$ cat src/rtl/seq_detect_param.sv
// seq_detect_param
//   Serial pattern detector. It takes in one bit on each cycle where a_valid
//   is high. It compares the newest PAT_WIDTH bits against PATTERN. A hit
//   produces a registered one-cycle pulse on w. A hit also bumps a saturating
//   hit counter.
//
//   In overlapping mode, consecutive hits may share bits. In non-overlapping
//   mode, the window is emptied after each hit.
//
// Parameters
//   PAT_WIDTH  pattern length in bits (2..32)
//   PATTERN    target pattern; the MSB is the earliest received bit
//   OVERLAP    1: hits may share bits; 0: window restarts after each hit
//   CNT_WIDTH  hit counter width
//
// Ports
//   clk      rising-edge clock
//   rst      synchronous active-high reset
//   a        serial data bit
//   a_valid  a is sampled only when high
//   clr      synchronous clear of window, fill and count
//   w        registered match pulse (one cycle per hit)
//   hit_cnt  saturating number of hits
//   armed    window holds PAT_WIDTH bits since last reset/clr/restart
module seq_detect_param #(
    parameter int                   PAT_WIDTH = 4,
    parameter logic [PAT_WIDTH-1:0] PATTERN   = 4'b1011,
    parameter bit                   OVERLAP   = 1'b1,
    parameter int                   CNT_WIDTH = 8
) (
    input  logic                 clk,
    input  logic                 rst,
    input  logic                 a,
    input  logic                 a_valid,
    input  logic                 clr,
    output logic                 w,
    output logic [CNT_WIDTH-1:0] hit_cnt,
    output logic                 armed
);

    localparam int             FW    = $clog2(PAT_WIDTH + 1);
    localparam logic [FW-1:0]  FULL  = FW'(PAT_WIDTH);
    localparam logic [0:0]     FILL  = 1'b0;
    localparam logic [0:0]     ARMED = 1'b1;

    logic [PAT_WIDTH-1:0] shreg, shreg_nxt;
    logic [FW-1:0]        fill, fill_nxt;
    logic [0:0]           state;
    logic                 hit;

    // The comparison looks at the window after the incoming bit is shifted in.
    // This way, the bit that completes the pattern counts in the same edge.
    always_comb begin
        shreg_nxt = {shreg[PAT_WIDTH-2:0], a};
        fill_nxt  = (fill == FULL) ? fill : fill + FW'(1);
        hit       = a_valid && (shreg_nxt == PATTERN) && (fill_nxt == FULL);
    end

    always_ff @(posedge clk) begin
        if (rst || clr) begin
            // clr mirrors reset. A bit presented alongside it is dropped.
            shreg   <= '0;
            fill    <= '0;
            state   <= FILL;
            w       <= 1'b0;
            hit_cnt <= '0;
        end else begin
            w <= hit;
            if (a_valid) begin
                if (hit && (OVERLAP == 1'b0)) begin
                    // Non-overlapping mode: the next hit needs a full set of fresh bits.
                    shreg <= '0;
                    fill  <= '0;
                    state <= FILL;
                end else begin
                    shreg <= shreg_nxt;
                    fill  <= fill_nxt;
                    state <= (fill_nxt == FULL) ? ARMED : FILL;
                end
            end
            if (hit && (hit_cnt != {CNT_WIDTH{1'b1}}))
                hit_cnt <= hit_cnt + CNT_WIDTH'(1);
        end
    end

    assign armed = (state == ARMED);

endmodule

$ cat config.mk
export PLATFORM = sky130hd
export DESIGN_NAME = seq_detect_param
export DESIGN_NICKNAME = d
export VERILOG_FILES = /design/src/rtl/seq_detect_param.sv
export SDC_FILE = /design/constraint.sdc
export NUM_CORES = 1
export LEC_CHECK = 0
export BUFFER_PORTS_ARGS = -buffer_cell sky130_fd_sc_hd__buf_2
export CORE_MARGIN = 4
export CORE_UTILIZATION = 52
export DETAILED_ROUTE_END_ITERATION = 10
export PLACE_DENSITY = 0.76
export SETUP_SLACK_MARGIN = 0.3
export SYNTH_ARGS = -nofsm -noshare
export SYNTH_HDL_FRONTEND = slang
export SYNTH_SLANG_ARGS = --single-unit
export TNS_END_PERCENT = 10
$ cat constraint.sdc
create_clock -name clk -period 2.4 [get_ports clk]
set_input_delay 0.48 -clock clk [delete_from_list [all_inputs] [get_ports clk]]
set_output_delay 0.48 -clock clk [all_outputs]
set_load 0.02 [all_outputs]
==> results of run 1 <==
==> stage by stage <==
step                      cell area (um^2)  std cells  setup WS, ns  utilization (%)  power (mW)
after floorplan                        803         84         0.443                -       0.297
after global placement                 883        111         0.367             63.9       0.305
after detailed placement               883        111         0.289             63.9       0.305
after CTS                              927        116         0.296             67.1       0.486
after global routing                   946        117         0.263             68.4       0.499
final                                  946        117         0.384             68.4       0.481
==> cell usage after synthesis (all sizes together) <==
library cell and number:
mux2i 7, a41o 1, nor4b 1, a21oi 2, and4b 1, dfxtp 16
a21boi 1, nand4 4, a31oi 1, a211oi 3, ha 3, nor3b 1
and4bb 3, inv 4, clkbuf 1, nor2 13, xnor2 3, nand2 7
or3 3, buf 1, or2 2, and4 2, nor2b 1, and2 1
nor3 2
==> power by group through the flow <==
stage	clock network (mW)	registers, mW	logic, mW
floorplan	0	0.276	0.0211
global placement	0	0.276	0.0286
detailed placement	0	0.276	0.0291
CTS	0.187	0.270	0.0292
global route	0.196	0.270	0.0323
finish	0.182	0.270	0.0297
==> layout by cell type (no fill, tap or decap), drive strengths merged <==
cell,n
nor3,2
nor2,13
dfxtp,16
inv,4
buf,16
or3,3
and2,1
a21boi,1
clkbuf,4
a211oi,3
nor2b,1
xnor2,3
nor4b,1
a21oi,2
mux2i,7
ha,3
nor3b,1
or2,2
and4b,1
a31oi,1
and4bb,3
and4,2
nand2,7
nand4,4
a41o,1
==> final timing paths <==
kind | depth (start not counted) | endpoint | slack [ns]
setup reg to reg | 7 | hit_cnt[3]$_SDFFE_PP0P_ | 0.38
setup / recovery | 7 | hit_cnt[3]$_SDFFE_PP0P_ | 0.38
hold reg to reg | 2 | hit_cnt[5]$_SDFFE_PP0P_ | 0.50
hold / removal | 3 | shreg[0]$_SDFFE_PP0P_ | 0.44
==> layer usage <==
metal,share of wire [%],wire (um)
met5,0,0
met2,47,740
met4,1.7,26
met3,3.6,56
met1,48,748
==> cell families after synthesis <==
kind of cell	after synthesis	synth area share, %
compound gates	8	7.79
xor+xnor	3	3.27
fa+ha+maj	3	4.67
buf+inv	6	2.96
flops	16	39.9
mux	7	8.72
simple gates	41	32.7
==> sequential cells by signal, indices dropped and copies added, names as in the netlist <==
name,count
hit_cnt,8
armed,1
fill,3
w,1
shreg,3
==> cell type report <==
cell class / instances / area, um^2
clock buffer: 4 / 36.3
timing repair buffer: 16 / 85.1
tap: 15 / 18.8
inverter: 4 / 15.0
multi-input combinational: 62 / 467
sequential: 16 / 324
fill: 111 / 437
==> what timing repair did <==
action,CTS,global route
pin swaps,1,3
cloned,0,0
setup endpoints to repair,2,8
resized for setup,0,3
buffers inserted,1,1
==> critical path: stages, from the launching register on <==
cell      delay, ns
dfxtp_4        0.39
inv_1          0.05
ha_1           0.35
and4bb_1       0.35
a211oi_4       0.08
nor3b_4        0.34
a31oi_1        0.13
a41o_2         0.23
==> flow_summary.ini, run 1 <==
[floorplan]
coreArea_mm2 = 0.00138
dieArea_mm2 = 0.00224
die_x_um = 47.3
io_pins = 15
initial_core_util_pct = 58.1
die_h_um = 47.3
fp-row-count = 13

[logic_synthesis]
yosysUniqueCellTypes = 27
syn_area_um2 = 803
synth_warnings = 0
syn-num-nets = 92
avgSynthCellArea_um2 = 9.56
yosys-top-cells-area = dfxtp_1 40%, mux2i_1 8.7%, nor2_1 6.1%, ha_1 4.7%, nand2_1 3.3%
seq_area_frac_synth_pct = 39.9
synthDominantCellAreaShare_pct = 39.9
yosysTopAreaCell = dfxtp_1
synth-seq-cells = 16
synth_cells = 84

[hold_path]
min_path_type = input port to flip-flop
hp-start = a

[placement]
port_buffers = 14
gp_congestion = 0.810
dp_hpwl_mm = 1.09

[setup_path]
r2r_start = fill[0]$_SDFFE_PP0P_
worstPathRequired_ns = 2.59
worstSetupEndpointType = flip-flop
start_kind = flip-flop
critPathArrivalTime_ns = 2.21
crit_start = fill[0]$_SDFFE_PP0P_
critPathMaxFanout = 7
crit_type = flip-flop to flip-flop

[timing]
hold_slack_ns = 0.444
fmax_mhz = 496
final_max_slew_viol_count = 0
slew_headroom_pct = 73.6
tightest_slew_ns = 0.393
finalCritPeriodShare_pct = 84.0
clock-skew-final_ns = 0.00216
final.min_clock_period_ns = 2.02
rsz0062_at_grt = no
finalHoldViolations = 0
fin_tns_setup_ns = 0
finalSetupViolations = 0

[status]
outcome = complete, no violations

[route]
antenna_left = 0
dr.pass1.iters = 4
post_drt_wl_per_cell_um = 13.4
via_count = 662
vias_per_cell = 5.66
drt_iter0_drc = 16
wirelength_mm = 1.57
route.detailed.drc = 0

[flow_run]
cap_violations = 0

[global_route]
grt.busiest_layer = met1
met2_usage_pct = 20.9
grt_first_pass_wirelength_mm = 2.47
antenna_found_initial = 0
track_usage_pct = 15.6
grt_use_met1_pct = 22.2
grt_overflow = 0
grtUsageMet3_pct = 2.30
grt_pass1_vias = 576
grt_max_degree = 14

[clocking]
cts_hold_buf = 0
clk_path_buf_depth = 2
cts_root_buf = clkbuf_4
cts_tree = built
path_clk_slew_ns = 0.10
cts_buffers = 3
htreeDepth = 1
clkLatencyLatePin_ns = 0.29
numClockSinks = 16

[power_and_ir_drop]
p_sw_mw = 0.109
powerDensity_mw_per_mm2 = 509
pwr-share-clk_pct = 37.8
power_switching_share_pct = 22.7
comb_power_share_pct = 6.2
leakagePower_nw = 0.407
ir_drop_mv = 0.303
seq_power_share_pct = 56.0
p_int_mw = 0.372

[final_layout]
antenna_cells = 0
syn_to_final_growth_pct = 17.8
layout-drive-gt1-share_pct = 29.4
nets = 111
(Power assumes the default switching activity.)
==> run 2: changes to the inputs <==
--- a/config.mk
+++ b/config.mk
@@ -5,11 +5,12 @@
 export SDC_FILE = /design/constraint.sdc
 export NUM_CORES = 1
 export LEC_CHECK = 0
+export ABC_AREA = 1
 export BUFFER_PORTS_ARGS = -buffer_cell sky130_fd_sc_hd__buf_2
 export CORE_MARGIN = 4
-export CORE_UTILIZATION = 52
+export CORE_UTILIZATION = 53
 export DETAILED_ROUTE_END_ITERATION = 10
-export PLACE_DENSITY = 0.76
+export PLACE_DENSITY = 0.77
 export SETUP_SLACK_MARGIN = 0.3
 export SYNTH_ARGS = -nofsm -noshare
 export SYNTH_HDL_FRONTEND = slang
==> constraint.sdc (replaced) <==
create_clock -name clk -period 2 [get_ports clk]
set_input_delay 0.4 -clock clk [delete_from_list [all_inputs] [get_ports clk]]
set_output_delay 0.4 -clock clk [all_outputs]
set_load 0.02 [all_outputs]
==> flow_summary.ini, run 2 <==
[status]
outcome = complete, no violations

[floorplan]
fp-row-count = 14
die_h_um = 49.3
die_x_um = 49.3
initial_core_util_pct = 58.1
coreArea_mm2 = 0.00156
io_pins = 15
dieArea_mm2 = 0.00243

[power_and_ir_drop]
ir_drop_mv = 0.383
leakagePower_nw = 0.517
powerDensity_mw_per_mm2 = 540

[logic_synthesis]
synthDominantCellAreaShare_pct = 35.4
yosys.area_share.xor_xnor_pct = 1.93
synth_cells = 132
synth_top_family_by_area = simple AND/OR/NAND/NOR gates
synthSimpleGateAreaFrac_pct = 40.6
synth.most_common_cell = nand2_1
synth_edf_count = 0
synthArstFlopShare_pct = 0
synth_warnings = 0
muxShareOfSynthArea_pct = 0
synth-seq-cells = 16
syn_area_um2 = 906
synthFlopType = dfxtp_1
avgSynthCellArea_um2 = 6.86
yosysUniqueCellTypes = 23
yosys-top-cells-area = dfxtp_1 35%, nand2_1 14%, inv_1 8.3%, nor2_1 8.3%, nand3_1 5.5%
yosysTopAreaCell = dfxtp_1
synth_commonest_cells = 33 x nand2_1, 20 x inv_1, 20 x nor2_1, 16 x dfxtp_1, 10 x nand3_1
synthAdderAreaFrac_pct = 4.14
seq_area_frac_synth_pct = 35.4
syn-num-nets = 140
synth-compound-area-share_pct = 8.01

[global_route]
grt_overflow = 0
antenna_found_initial = 0
grt_first_pass_wirelength_mm = 3.22
track_usage_pct = 16.5
grt_pass1_vias = 748
grt_max_degree = 9

[route]
route.detailed.drc = 0
vias_per_cell = 5.17
dr.pass1.iters = 4
post_drt_wl_per_cell_um = 10.6
drt_iter0_drc = 18
via_count = 853
wirelength_mm = 1.74
antenna_left = 0

[clocking]
postCtsSetupBuffers = 0
cts_hold_buf = 0
clkLatencyLatePin_ns = 0.28
cts_root_buf = clkbuf_4
cts_tree = built
clk_path_buf_depth = 2
path_clk_slew_ns = 0.09
cts-resized-gates = 0
cts_buffers = 3
numClockSinks = 16
htreeDepth = 1

[hold_path]
min_path_type = input port to flip-flop

[setup_path]
critPathMaxFanout = 7
start_kind = flip-flop
crit_type = flip-flop to flip-flop
critPathArrivalTime_ns = 1.71
worstSetupEndpointType = flip-flop
worstPathRequired_ns = 2.19
reg2reg_slack_ns = 0.48

[placement]
dp.cells = 162
gp_congestion = 0.846
port_buffers = 14
dp_hpwl_mm = 1.33
placement.cell_area_um2 = 992

[timing]
rsz0062_at_grt = no
final.min_clock_period_ns = 1.52
fin_tns_setup_ns = 0
finalSetupViolations = 0
clock-skew-final_ns = 0.000853
hold_slack_ns = 0.385
finalHoldViolations = 0
finalCritPeriodShare_pct = 75.8
tightest_slew_ns = 0.379
slew_headroom_pct = 74.6
final_max_slew_viol_count = 0
fmax_mhz = 659

[final_layout]
fillers = 136
layout-drive-gt1-share_pct = 20.1
final_cells = 165
max_flop_register = hit_cnt
largest_reg_flops = 8
syn_to_final_growth_pct = 13.4
final_core_util_pct = 65.9
final_common_cell = nand2_1
final_area_mm2 = 0.00103
antenna_cells = 0
final_cell_mix = 33 x nand2_1, 20 x nor2_1, 19 x inv_1
reg_top3 = hit_cnt: 8 flops, fill: 3 flops, shreg: 3 flops
nets = 159

[flow_run]
cap_violations = 0
## run 2: final timing paths
check / startpoint / to / depth (start not counted)
setup / recovery: fill[0]$_SDFFE_PP0P_ / hit_cnt[3]$_SDFFE_PP0P_ / 10
hold / removal: a_valid / shreg[0]$_SDFFE_PP0P_ / 2
setup reg to reg: fill[0]$_SDFFE_PP0P_ / hit_cnt[3]$_SDFFE_PP0P_ / 10
hold reg to reg: shreg[1]$_SDFFE_PP0P_ / shreg[1]$_SDFFE_PP0P_ / 2
## run 2: final cells by class
type,count,area [um^2],share of cell area (%)
clock buffers,3,22.5,2.19
flip-flops and latches,16,320,31.2
multi-input cells,94,508,49.5
repair buffers,15,77.6,7.55
well taps,16,20.0,1.95
inverters,21,78.8,7.67
## run 2: worst max-delay path, cell delays in order (launching register included)
cell	delay, ns
dfxtp_1	0.41
inv_2	0.10
ha_4	0.19
nand2_2	0.11
nand2_1	0.07
nand2_1	0.11
nand3_4	0.12
nor2_8	0.14
nand3_1	0.09
nand2_1	0.06
nor2_1	0.03
## run 2: logic make-up after synthesis
logic type | Yosys count
buffers and inverters | 22
AOI/OAI and AO/OA | 14
xor gates and xnor gates | 2
DFF | 16
and+or+nand+nor | 75
adders and majority gates | 3
## run 2: per-layer routing
layer | up-vias | routed length (um) | track usage [%]
met5 | - | 0 | 0
met4 | 0 | 25 | 8.53
met3 | 4 | 83 | 2.75
met2 | 23 | 833 | 26.1
met1 | 378 | 800 | 21.1
li1 | 448 | - | -
## run 2: per-stage QoR
stage / setup WS (ns) / power (mW)
floorplan: 0.557 / 0.376
global placement: 0.479 / 0.387
detailed placement: 0.404 / 0.389
CTS: 0.377 / 0.554
global route: 0.306 / 0.578
finish: 0.483 / 0.555
## run 2: power breakdown
group	leakage [nW]	switching [mW]	internal, mW
clock	0.0138	0.0981	0.0699
sequential	0.130	0.00454	0.323
combinational	0.374	0.0382	0.0205
total	0.517	0.141	0.414
==> run 3: changes to the inputs <==
==> constraint.sdc (replaced) <==
create_clock -name clk -period 1.5 [get_ports clk]
set_input_delay 0.3 -clock clk [delete_from_list [all_inputs] [get_ports clk]]
set_output_delay 0.3 -clock clk [all_outputs]
set_load 0.02 [all_outputs]
==> flow_summary.ini, run 3 (synthesized netlist as in run 2, its figures left out) <==
[timing]
final.min_clock_period_ns = 1.38
slew_headroom_pct = 80.6
clock-skew-final_ns = 0.00264
rsz0062_at_grt = yes
finalSetupViolations = 0
finalHoldViolations = 0
final_max_slew_viol_count = 0
worst_slack_ns = 0.125
fin_tns_setup_ns = 0
finalCritPeriodShare_pct = 91.7
fmax_mhz = 727
tightest_slew_ns = 0.291

[status]
outcome = complete, no violations

[power_and_ir_drop]
ir_drop_mv = 0.607
powerDensity_mw_per_mm2 = 673
p_sw_mw = 0.192
comb_power_share_pct = 13.2
p_int_mw = 0.562
leakagePower_nw = 0.552
pwr-share-clk_pct = 28.8
power_switching_share_pct = 25.5
seq_power_share_pct = 58.0

[final_layout]
nets = 163
final_common_cell = nand2_1
syn_to_final_growth_pct = 23.8
final_cell_mix = 26 x nand2_1, 19 x nor2_1, 18 x inv_1
reg_top3 = hit_cnt: 8 flops, fill: 3 flops, shreg: 3 flops
final_core_util_pct = 71.9
largest_reg_flops = 8
antenna_cells = 0
regArea_um2 = 325
layout-drive-gt1-share_pct = 32.7
multi_input_area_um2 = 567
fillers = 137
max_flop_register = hit_cnt
final_area_mm2 = 0.00112

[route]
top_layer = met4
wl_met1_um = 887
drt_iter0_drc = 15
met3WireLength_um = 69
dr.pass1.iters = 4
post_drt_wl_per_cell_um = 11.5
met2_length_um = 941
via_count = 871
antenna_left = 0
route.detailed.drc = 0
vias_per_cell = 5.15
wirelength_mm = 1.94

[floorplan]
initial_core_util_pct = 58.1
io_pins = 15
dieArea_mm2 = 0.00243
fp-row-count = 14
coreArea_mm2 = 0.00156
die_h_um = 49.3
die_x_um = 49.3

[setup_path]
critPathArrivalTime_ns = 1.56
worstPathRequired_ns = 1.68
crit_type = flip-flop to flip-flop
critPathMaxFanout = 7
slowest_stage = dfxtp_2
worstSetupEndpointType = flip-flop
slowest_delay_ns = 0.36
start_kind = flip-flop
cp_top_family = simple AND/OR/NAND/NOR gates
cpMostUsedCell = nand2_1
cp_cell_sequence = inv_2 -> ha_4 -> nand2_4 -> nand2_1 -> nand2_2 -> nand3_4 -> nor2_8 -> nand3_2 -> nand2_1 -> nor2_1
worst-path-buf-inv = 1

[clocking]
clkLatencyLatePin_ns = 0.28
clk_path_buf_depth = 2
numClockSinks = 16
cts_tree = built
cts_hold_buf = 0
cts_root_buf = clkbuf_4
cts_buffers = 3
path_clk_slew_ns = 0.09
htreeDepth = 1

[global_route]
grt_first_pass_wirelength_mm = 3.36
antenna_found_initial = 0
grt_max_degree = 11
track_usage_pct = 17.9
grt_overflow = 0
grt_pass1_vias = 802

[placement]
gp_congestion = 0.814
preCtsSetupSlack_ns = 0.0857
dp_hpwl_mm = 1.38
port_buffers = 14
placement.cell_area_mm2 = 0.00104

[flow_run]
cap_violations = 0

[hold_path]
min_path_type = input port to flip-flop
run 3: path summary, 6_finish.rpt:
kind                                       startpoint                       to  slack (ns)  cells after the start
worst max-delay path             fill[0]$_SDFFE_PP0P_  hit_cnt[5]$_SDFFE_PP0P_        0.12                     10
worst max register to register   fill[0]$_SDFFE_PP0P_  hit_cnt[5]$_SDFFE_PP0P_        0.12                     10
worst min register to register  shreg[1]$_SDFFE_PP0P_    shreg[1]$_SDFFE_PP0P_        0.47                      2
worst min-delay path                          a_valid    shreg[2]$_SDFFE_PP0P_        0.29                      2
run 3: worst reg2reg max path: stages (launching register included):
cell and delay, ns:
dfxtp_2 0.36, inv_2 0.06, ha_4 0.18, nand2_4 0.10, nand2_1 0.07, nand2_2 0.08, nand3_4 0.10, nor2_8 0.15
nand3_2 0.07, nand2_1 0.07, nor2_1 0.04
run 3: layout make-up:
class                   instances  area share (%)
multi-input cells              94            50.6
flip-flops and latches         16            29.0
repair buffers                 19            9.60
inverters                      21            7.03
clock buffers                   3            2.01
well taps                      16            1.79
run 3: power groups by stage:
stage	sequential, mW	clock [mW]	combinational, mW
after global placement	0.447	0	0.0799
after CTS	0.437	0.228	0.0959
after global routing	0.438	0.252	0.110
after detailed placement	0.448	0	0.0822
final	0.437	0.218	0.0995
after floorplan	0.448	0	0.0631
run 3: stage by stage:
stage,power [mW],cells,hold slack [ns]
after floorplan,0.511,132,0.389
after global placement,0.527,162,0.453
after detailed placement,0.530,162,0.463
after CTS,0.761,169,0.291
after global routing,0.801,169,0.293
final,0.755,169,0.288
run 3: routing by layer:
layer / GRT usage [%] / vias up
met5: 0 / -
li1: - / 455
met4: 8.06 / 0
met3: 3.67 / 5
met1: 20.2 / 388
met2: 31.7 / 23
run 3: timing repair:
item | 4_1_cts | 5_1_grt
pin swaps | 6 | 3
setup endpoints to repair | 11 | 17
gates resized for setup | 6 | 2
buffers inserted | 4 | 0
